`config.mk`:
```
export PLATFORM = sky130hd
export DESIGN_NAME = ssd_refresh_scheduler
export DESIGN_NICKNAME = d
export VERILOG_FILES = /design/src/rtl/ssd_pkg.sv /design/src/rtl/ssd_tick_gen.sv /design/src/rtl/ssd_refresh_scheduler.sv
export SDC_FILE = /design/constraint.sdc
export NUM_CORES = 1
export LEC_CHECK = 0
export CORE_MARGIN = 4
export CORE_UTILIZATION = 46
export DETAILED_ROUTE_END_ITERATION = 16
export GPL_TIMING_DRIVEN = 0
export PLACE_DENSITY = 0.89
export SLEW_MARGIN = 30
export SYNTH_ARGS = -nofsm -noshare
export SYNTH_HDL_FRONTEND = slang
export SYNTH_HIERARCHICAL = 1
export SYNTH_SLANG_ARGS = --single-unit
```
`constraint.sdc`:
```
create_clock -name i_CLK -period 1.85 [get_ports i_CLK]
set_input_delay 0.185 -clock i_CLK [delete_from_list [all_inputs] [get_ports i_CLK]]
set_output_delay 0.185 -clock i_CLK [all_outputs]
set_load 0.02 [all_outputs]
```
`src/rtl/ssd_pkg.sv`:
```
`default_nettype none
// ============================================================================
// Module   : ssd_pkg
// Purpose  : Shared types, constants and helpers for the seven-segment
//            refresh scheduler (scan geometry, FSM state encoding).
// Revision : 1.0 - initial release
// ============================================================================
package ssd_pkg;

  localparam int NUM_DIGITS = 4;
  localparam int DIGIT_W    = 4;
  localparam int FRAME_W    = NUM_DIGITS * DIGIT_W;
  localparam int SCAN_W     = 2;

  typedef enum logic [1:0] {
    S_IDLE    = 2'd0,
    S_PENDING = 2'd1,
    S_COMMIT  = 2'd2
  } state_e;

  // A frame boundary is the scan tick that finishes the last digit.
  function automatic logic is_frame_boundary(input logic tick,
                                             input logic [SCAN_W-1:0] scan_idx);
    return tick && (scan_idx == SCAN_W'(NUM_DIGITS - 1));
  endfunction

endpackage
`default_nettype wire

```
`src/rtl/ssd_tick_gen.sv`:
```
`default_nettype none
// ============================================================================
// Module   : ssd_tick_gen
// Purpose  : Prescaler producing the scan tick, plus the scan-position
//            counter and frame-boundary flag. Frozen while en_i is low.
// Revision : 1.0 - initial release
// ============================================================================
module ssd_tick_gen
  import ssd_pkg::*;
#(
  parameter int REFRESH_DIV = 4
) (
  input  logic              clk_i,
  input  logic              rst_ni,
  input  logic              en_i,
  output logic              tick_o,
  output logic              boundary_o,
  output logic [SCAN_W-1:0] scan_idx_o
);

  localparam int               CNT_W    = (REFRESH_DIV > 1) ? $clog2(REFRESH_DIV) : 1;
  localparam logic [CNT_W-1:0] CNT_LAST = CNT_W'(REFRESH_DIV - 1);

  logic [CNT_W-1:0]  cnt_q, cnt_d;
  logic [SCAN_W-1:0] scan_q, scan_d;
  logic              tick;

  // Next-state for prescaler and scan index; both hold when disabled.
  always_comb begin
    tick   = en_i && (cnt_q == CNT_LAST);
    cnt_d  = cnt_q;
    scan_d = scan_q;
    if (en_i) begin
      cnt_d = tick ? '0 : cnt_q + 1'b1;
    end
    if (tick) begin
      scan_d = scan_q + 1'b1;
    end
  end

  // Prescaler and scan-index registers.
  always_ff @(posedge clk_i or negedge rst_ni) begin
    if (!rst_ni) begin
      cnt_q  <= '0;
      scan_q <= '0;
    end else begin
      cnt_q  <= cnt_d;
      scan_q <= scan_d;
    end
  end

  assign tick_o     = tick;
  assign boundary_o = is_frame_boundary(tick, scan_q);
  assign scan_idx_o = scan_q;

endmodule
`default_nettype wire

```
`src/rtl/ssd_refresh_scheduler.sv`:
```
`default_nettype none
// ============================================================================
// Module   : ssd_refresh_scheduler
// Purpose  : Shares a 4-digit seven-segment driver between two requesters.
//            Round-robin arbitration with a minimum ownership hold; accepted
//            frames are committed only at a scan-frame boundary (no tearing).
// Revision : 1.0 - initial release
// ============================================================================
module ssd_refresh_scheduler
  import ssd_pkg::*;
#(
  parameter int REFRESH_DIV = 4,
  parameter int HOLD_FRAMES = 2
) (
  input  logic                 i_CLK,
  input  logic                 i_RESET_N,
  input  logic                 i_SW_ENABLE,
  input  logic [1:0]           i_REQ_VALID,
  input  logic [2*FRAME_W-1:0] i_REQ_DATA,
  output logic [1:0]           o_REQ_READY,
  output logic                 o_DRIVE_ENABLE,
  output logic [SCAN_W-1:0]    o_SCAN_IDX,
  output logic                 o_DIGIT_WE,
  output logic [FRAME_W-1:0]   o_DIGITS,
  output logic                 o_OWNER
);

  localparam int               HOLD_W    = (HOLD_FRAMES > 1) ? $clog2(HOLD_FRAMES + 1) : 1;
  localparam logic [HOLD_W-1:0] HOLD_INIT = HOLD_W'(HOLD_FRAMES);

  state_e             state_q;
  logic [FRAME_W-1:0] shadow_q;
  logic [FRAME_W-1:0] digits_q;
  logic               pend_owner_q;
  logic               owner_q;
  logic               rr_q;
  logic               we_q;
  logic [HOLD_W-1:0]  hold_q, hold_d;

  logic               tick;
  logic               boundary;
  logic [1:0]         elig;
  logic               grant_vld;
  logic               grant_idx;

  ssd_tick_gen #(
    .REFRESH_DIV (REFRESH_DIV)
  ) u_tick_gen (
    .clk_i      (i_CLK),
    .rst_ni     (i_RESET_N),
    .en_i       (i_SW_ENABLE),
    .tick_o     (tick),
    .boundary_o (boundary),
    .scan_idx_o (o_SCAN_IDX)
  );

  // Eligibility and round-robin grant; the current owner bypasses the hold.
  always_comb begin
    elig[0]   = i_REQ_VALID[0] && (!owner_q || (hold_q == '0));
    elig[1]   = i_REQ_VALID[1] && ( owner_q || (hold_q == '0));
    grant_vld = (state_q == S_IDLE) && (|elig);
    grant_idx = (&elig) ? rr_q : elig[1];
  end

  // Hold window: count down per frame; a commit reload takes priority.
  always_comb begin
    hold_d = hold_q;
    if (boundary && (hold_q != '0)) begin
      hold_d = hold_q - 1'b1;
    end
    if (state_q == S_COMMIT) begin
      hold_d = HOLD_INIT;
    end
  end

  // Scheduler FSM with registered commit strobe and display registers.
  always_ff @(posedge i_CLK or negedge i_RESET_N) begin
    if (!i_RESET_N) begin
      state_q      <= S_IDLE;
      shadow_q     <= '0;
      digits_q     <= '0;
      pend_owner_q <= 1'b0;
      owner_q      <= 1'b0;
      rr_q         <= 1'b0;
      we_q         <= 1'b0;
      hold_q       <= '0;
    end else begin
      hold_q <= hold_d;
      we_q   <= 1'b0;
      case (state_q)
        S_IDLE: begin
          if (grant_vld) begin
            shadow_q     <= grant_idx ? i_REQ_DATA[2*FRAME_W-1:FRAME_W]
                                      : i_REQ_DATA[FRAME_W-1:0];
            pend_owner_q <= grant_idx;
            rr_q         <= ~grant_idx;
            state_q      <= S_PENDING;
          end
        end
        S_PENDING: begin
          if (boundary) begin
            we_q    <= 1'b1;
            state_q <= S_COMMIT;
          end
        end
        S_COMMIT: begin
          digits_q <= shadow_q;
          owner_q  <= pend_owner_q;
          state_q  <= S_IDLE;
        end
        default: begin
          state_q <= S_IDLE;
        end
      endcase
    end
  end

  // Reset is folded into the combinational outputs so they read 0 at once.
  assign o_REQ_READY    = (i_RESET_N && grant_vld) ? (grant_idx ? 2'b10 : 2'b01) : 2'b00;
  assign o_DRIVE_ENABLE = i_RESET_N && tick;
  assign o_DIGIT_WE     = we_q;
  assign o_DIGITS       = digits_q;
  assign o_OWNER        = owner_q;

endmodule
`default_nettype wire

```
==> metrics <==
CTS buffer count=5; diode count=0; total negative setup slack=-0.00721 ns; Cell Pwr Density=1360 mW/mm^2; Syn Nets=roughly 190; Remaining Overflow, GRT=0; Fillers=~300; Sequential cell area=~0.0011 sq mm; Crit Path Class=reg -> out; Core ar.=roughly 0.0040 sq mm; critical path launch point type=flip-flop; Post-DP HPWL=between 2 and 3 mm; WP depth=7; CP endpoint kind=output pin; Power Total=approximately 3.9 mW; Max Fanout on Critical Path=4; post-synthesis sequential area ratio=0.575; CP Cell Sequence=inv_2 > ha_4 > o21ai_2 > a31oi_2 > buf_4 > and3_4 > buf_6; # nets final=between 200 and 300; WP data required=1.66 ns; Worst R2R Setup Slack=between 0.1 and 0.15 ns; area occupied by multi-input gates=about 800 sq um; vias per cell=5.07; std cell rows=23; layout cells sized above 1=0.272; CTS clk-pin slew, worst paths=around 0.080 ns; chip width=roughly 73 microns; Final Setup Violations=1; DRC=0; clock tree buffer depth=2; syn_area_per_cell=about 13 sq um; vias post-DR=between 1000 and 1500; Worst path slowest cell=dfrtp_1; post-synthesis instance total=151; Worst Setup EP=o_REQ_READY[1]; largest net degree at the start of global routing=31; vias in the first global route=~1500; first-pass GRT wire length=6.69 mm; worst-case vdd ir drop=roughly 0.65 mV; CP top delay family=flip-flops; Die ar.=0.00526 sq mm; R2R cell count=9; #FFs+latches synth=44; drt pass-1 iters=4; area grow syn2layout=51.1%; endpoints failing hold=0; fin worst setup slack=-0.00721 ns; Synth warnings=6; unrepaired setup endpoints after global routing=yes; Final period util=1.00; die height=slightly above 70 microns; clk_skew=between 0.005 and 0.006 ns; CTS root buffer=clkbuf_8; # port buffers=between 50 and 60; Post-DRT Antenna Nets=0; final wirelength=a little over 4 mm; DR WL/cell=about 15 microns; worst path buffer plus inverter count=3; area share of the largest cell type after synthesis=0.575; Fmax achieved=around 540 MHz; Max-Slew Margin vs Limit=0.511; Fin Hold WS=0.408 ns; status=complete, but fails checks; CP peak stage delay=roughly 0.4 ns; clk_lat worst skew=0.29 ns; max-cap violation count=0; TritonCTS clock tree=done; Hold Crit Class=in -> async; initial antenna violation count=0; Tot GR Track Use=0.168; largest area contributor in the netlist=dfrtp_1; Distinct cells, synth=25; Worst-Margin Slew=0.731 ns; worst endpoint data arrival time=approximately 1.7 ns; H-tree depth=2; failing checks=setup timing; RR Endpoint=shadow_q[5]; crit path from=hold_q[1]; synthesized area=~0.0019 sq mm; Initial Util=0.479; post-route minimum period=1.86 ns; gpl congestion=~0.64; main area contributors after synthesis=dfrtp_1 (57%), mux2_2 (11%), mux2i_1 (8.4%); RR Startpoint=hold_q[1]; Starting DRT DRC Count=32; clock sink count=between 40 and 50; number of I/O pins=60; max-slew violations=0; Pleak=~1.3 nW
## cell type report
class	instances	area share
well taps	50	0.0216
multi-input cells	95	0.270
clock inverters	1	0.0104
plain buffers	6	0.0164
flip-flops and latches	44	0.380
inverters	5	0.00649
clock buffers	7	0.0333
repair buffers	74	0.261
## state kept, by name (all words and copies together), names as in the netlist
register and cells:
o_DIGITS 16, shadow_q 16, hold_q 2, state_q 2
u_tick_gen/cnt_q 2, u_tick_gen/scan_idx_o 2, o_DIGIT_WE 1, o_OWNER 1
pend_owner_q 1, rr_q 1
## repair_timing
item,in CTS,in global routing
endpoints found under the hold margin,16,0
gates cloned,0,1
setup buffers,8,4
pin swaps,1,5
resized for setup,17,10
setup endpoints to repair,3,14
hold buffers,2,0
## where the power goes
| part | internal [mW] | leakage [nW] | switching (mW) |
|---|---|---|---|
| clock network | 0.476 | 0.0645 | 0.310 |
| logic | 0.918 | 0.688 | 0.729 |
| registers | 1.32 | 0.568 | 0.190 |
## worst min path at each step
| stage | from | to | slack [ns] | cells after the start |
|---|---|---|---|---|
| after floorplan | i_RESET_N | hold_q[0] | -0.11 | 0 |
| after global placement | shadow_q[8] | shadow_q[8] | 0.46 | 2 |
| after detailed placement | i_RESET_N | hold_q[1] | 0.14 | 1 |
| after CTS | i_RESET_N | hold_q[0] | 0.40 | 3 |
| after global routing | i_RESET_N | o_DIGIT_WE | 0.42 | 3 |
| final | i_RESET_N | o_DIGIT_WE | 0.41 | 3 |
## cells by family after synthesis
logic type      Yosys count  synth area share
fa+ha+maj                 3            0.0196
buf+inv                  12            0.0372
flops                    44             0.575
compound gates           23            0.0764
xor+xnor                  2           0.00915
simple gates             30            0.0719
mux                      37             0.211
## cell usage in the layout, fill, tap and decap left out, drive strengths merged, types with 3 or more instances in the layout
| master | synthesis | final |
|---|---|---|
| clkdlybuf4s50 | 0 | 55 |
| dfrtp | 44 | 44 |
| mux2 | 21 | 21 |
| buf | 7 | 21 |
| nand2 | 18 | 18 |
| o21ai | 18 | 18 |
| mux2i | 16 | 16 |
| clkbuf | 0 | 8 |
| inv | 5 | 5 |
| nor2 | 4 | 4 |
| nand2b | 3 | 3 |
| ha | 3 | 3 |
## tightest hold or removal path, stage by stage
cell           delay (ns)
dlygate4sd3_1        0.52
buf_2                0.15
buf_12               0.20
## metal layers
layer	GRT usage	vias to the layer above	wire, microns
li1	-	681	-
met1	0.206	701	1820
met2	0.272	41	2000
met3	0.0554	7	281
met4	0.0697	0	49
met5	0	-	0
## cells in the mapped netlist, drive strengths merged
master	instances
dfrtp	44
mux2	21
nand2	18
o21ai	18
mux2i	16
buf	7
inv	5
nor2	4
ha	3
nand2b	3
and2	2
and3	2
xnor2	2
a22o	1
a22oi	1
a31oi	1
nor3b	1
o211ai	1
o221ai	1
## per-stage QoR
stage                      util  worst slack (ns)  instance area (sq um)  std cells
final                     0.723          -0.00721                   2890        282
after global routing      0.723           -0.0791                   2890        282
after CTS                 0.700           -0.0628                   2800        278
after detailed placement  0.646            -0.494                   2580        261
after global placement    0.642             -1.39                   2570        260
after floorplan               -             0.101                   1920        151
(Power assumes the default switching activity.)
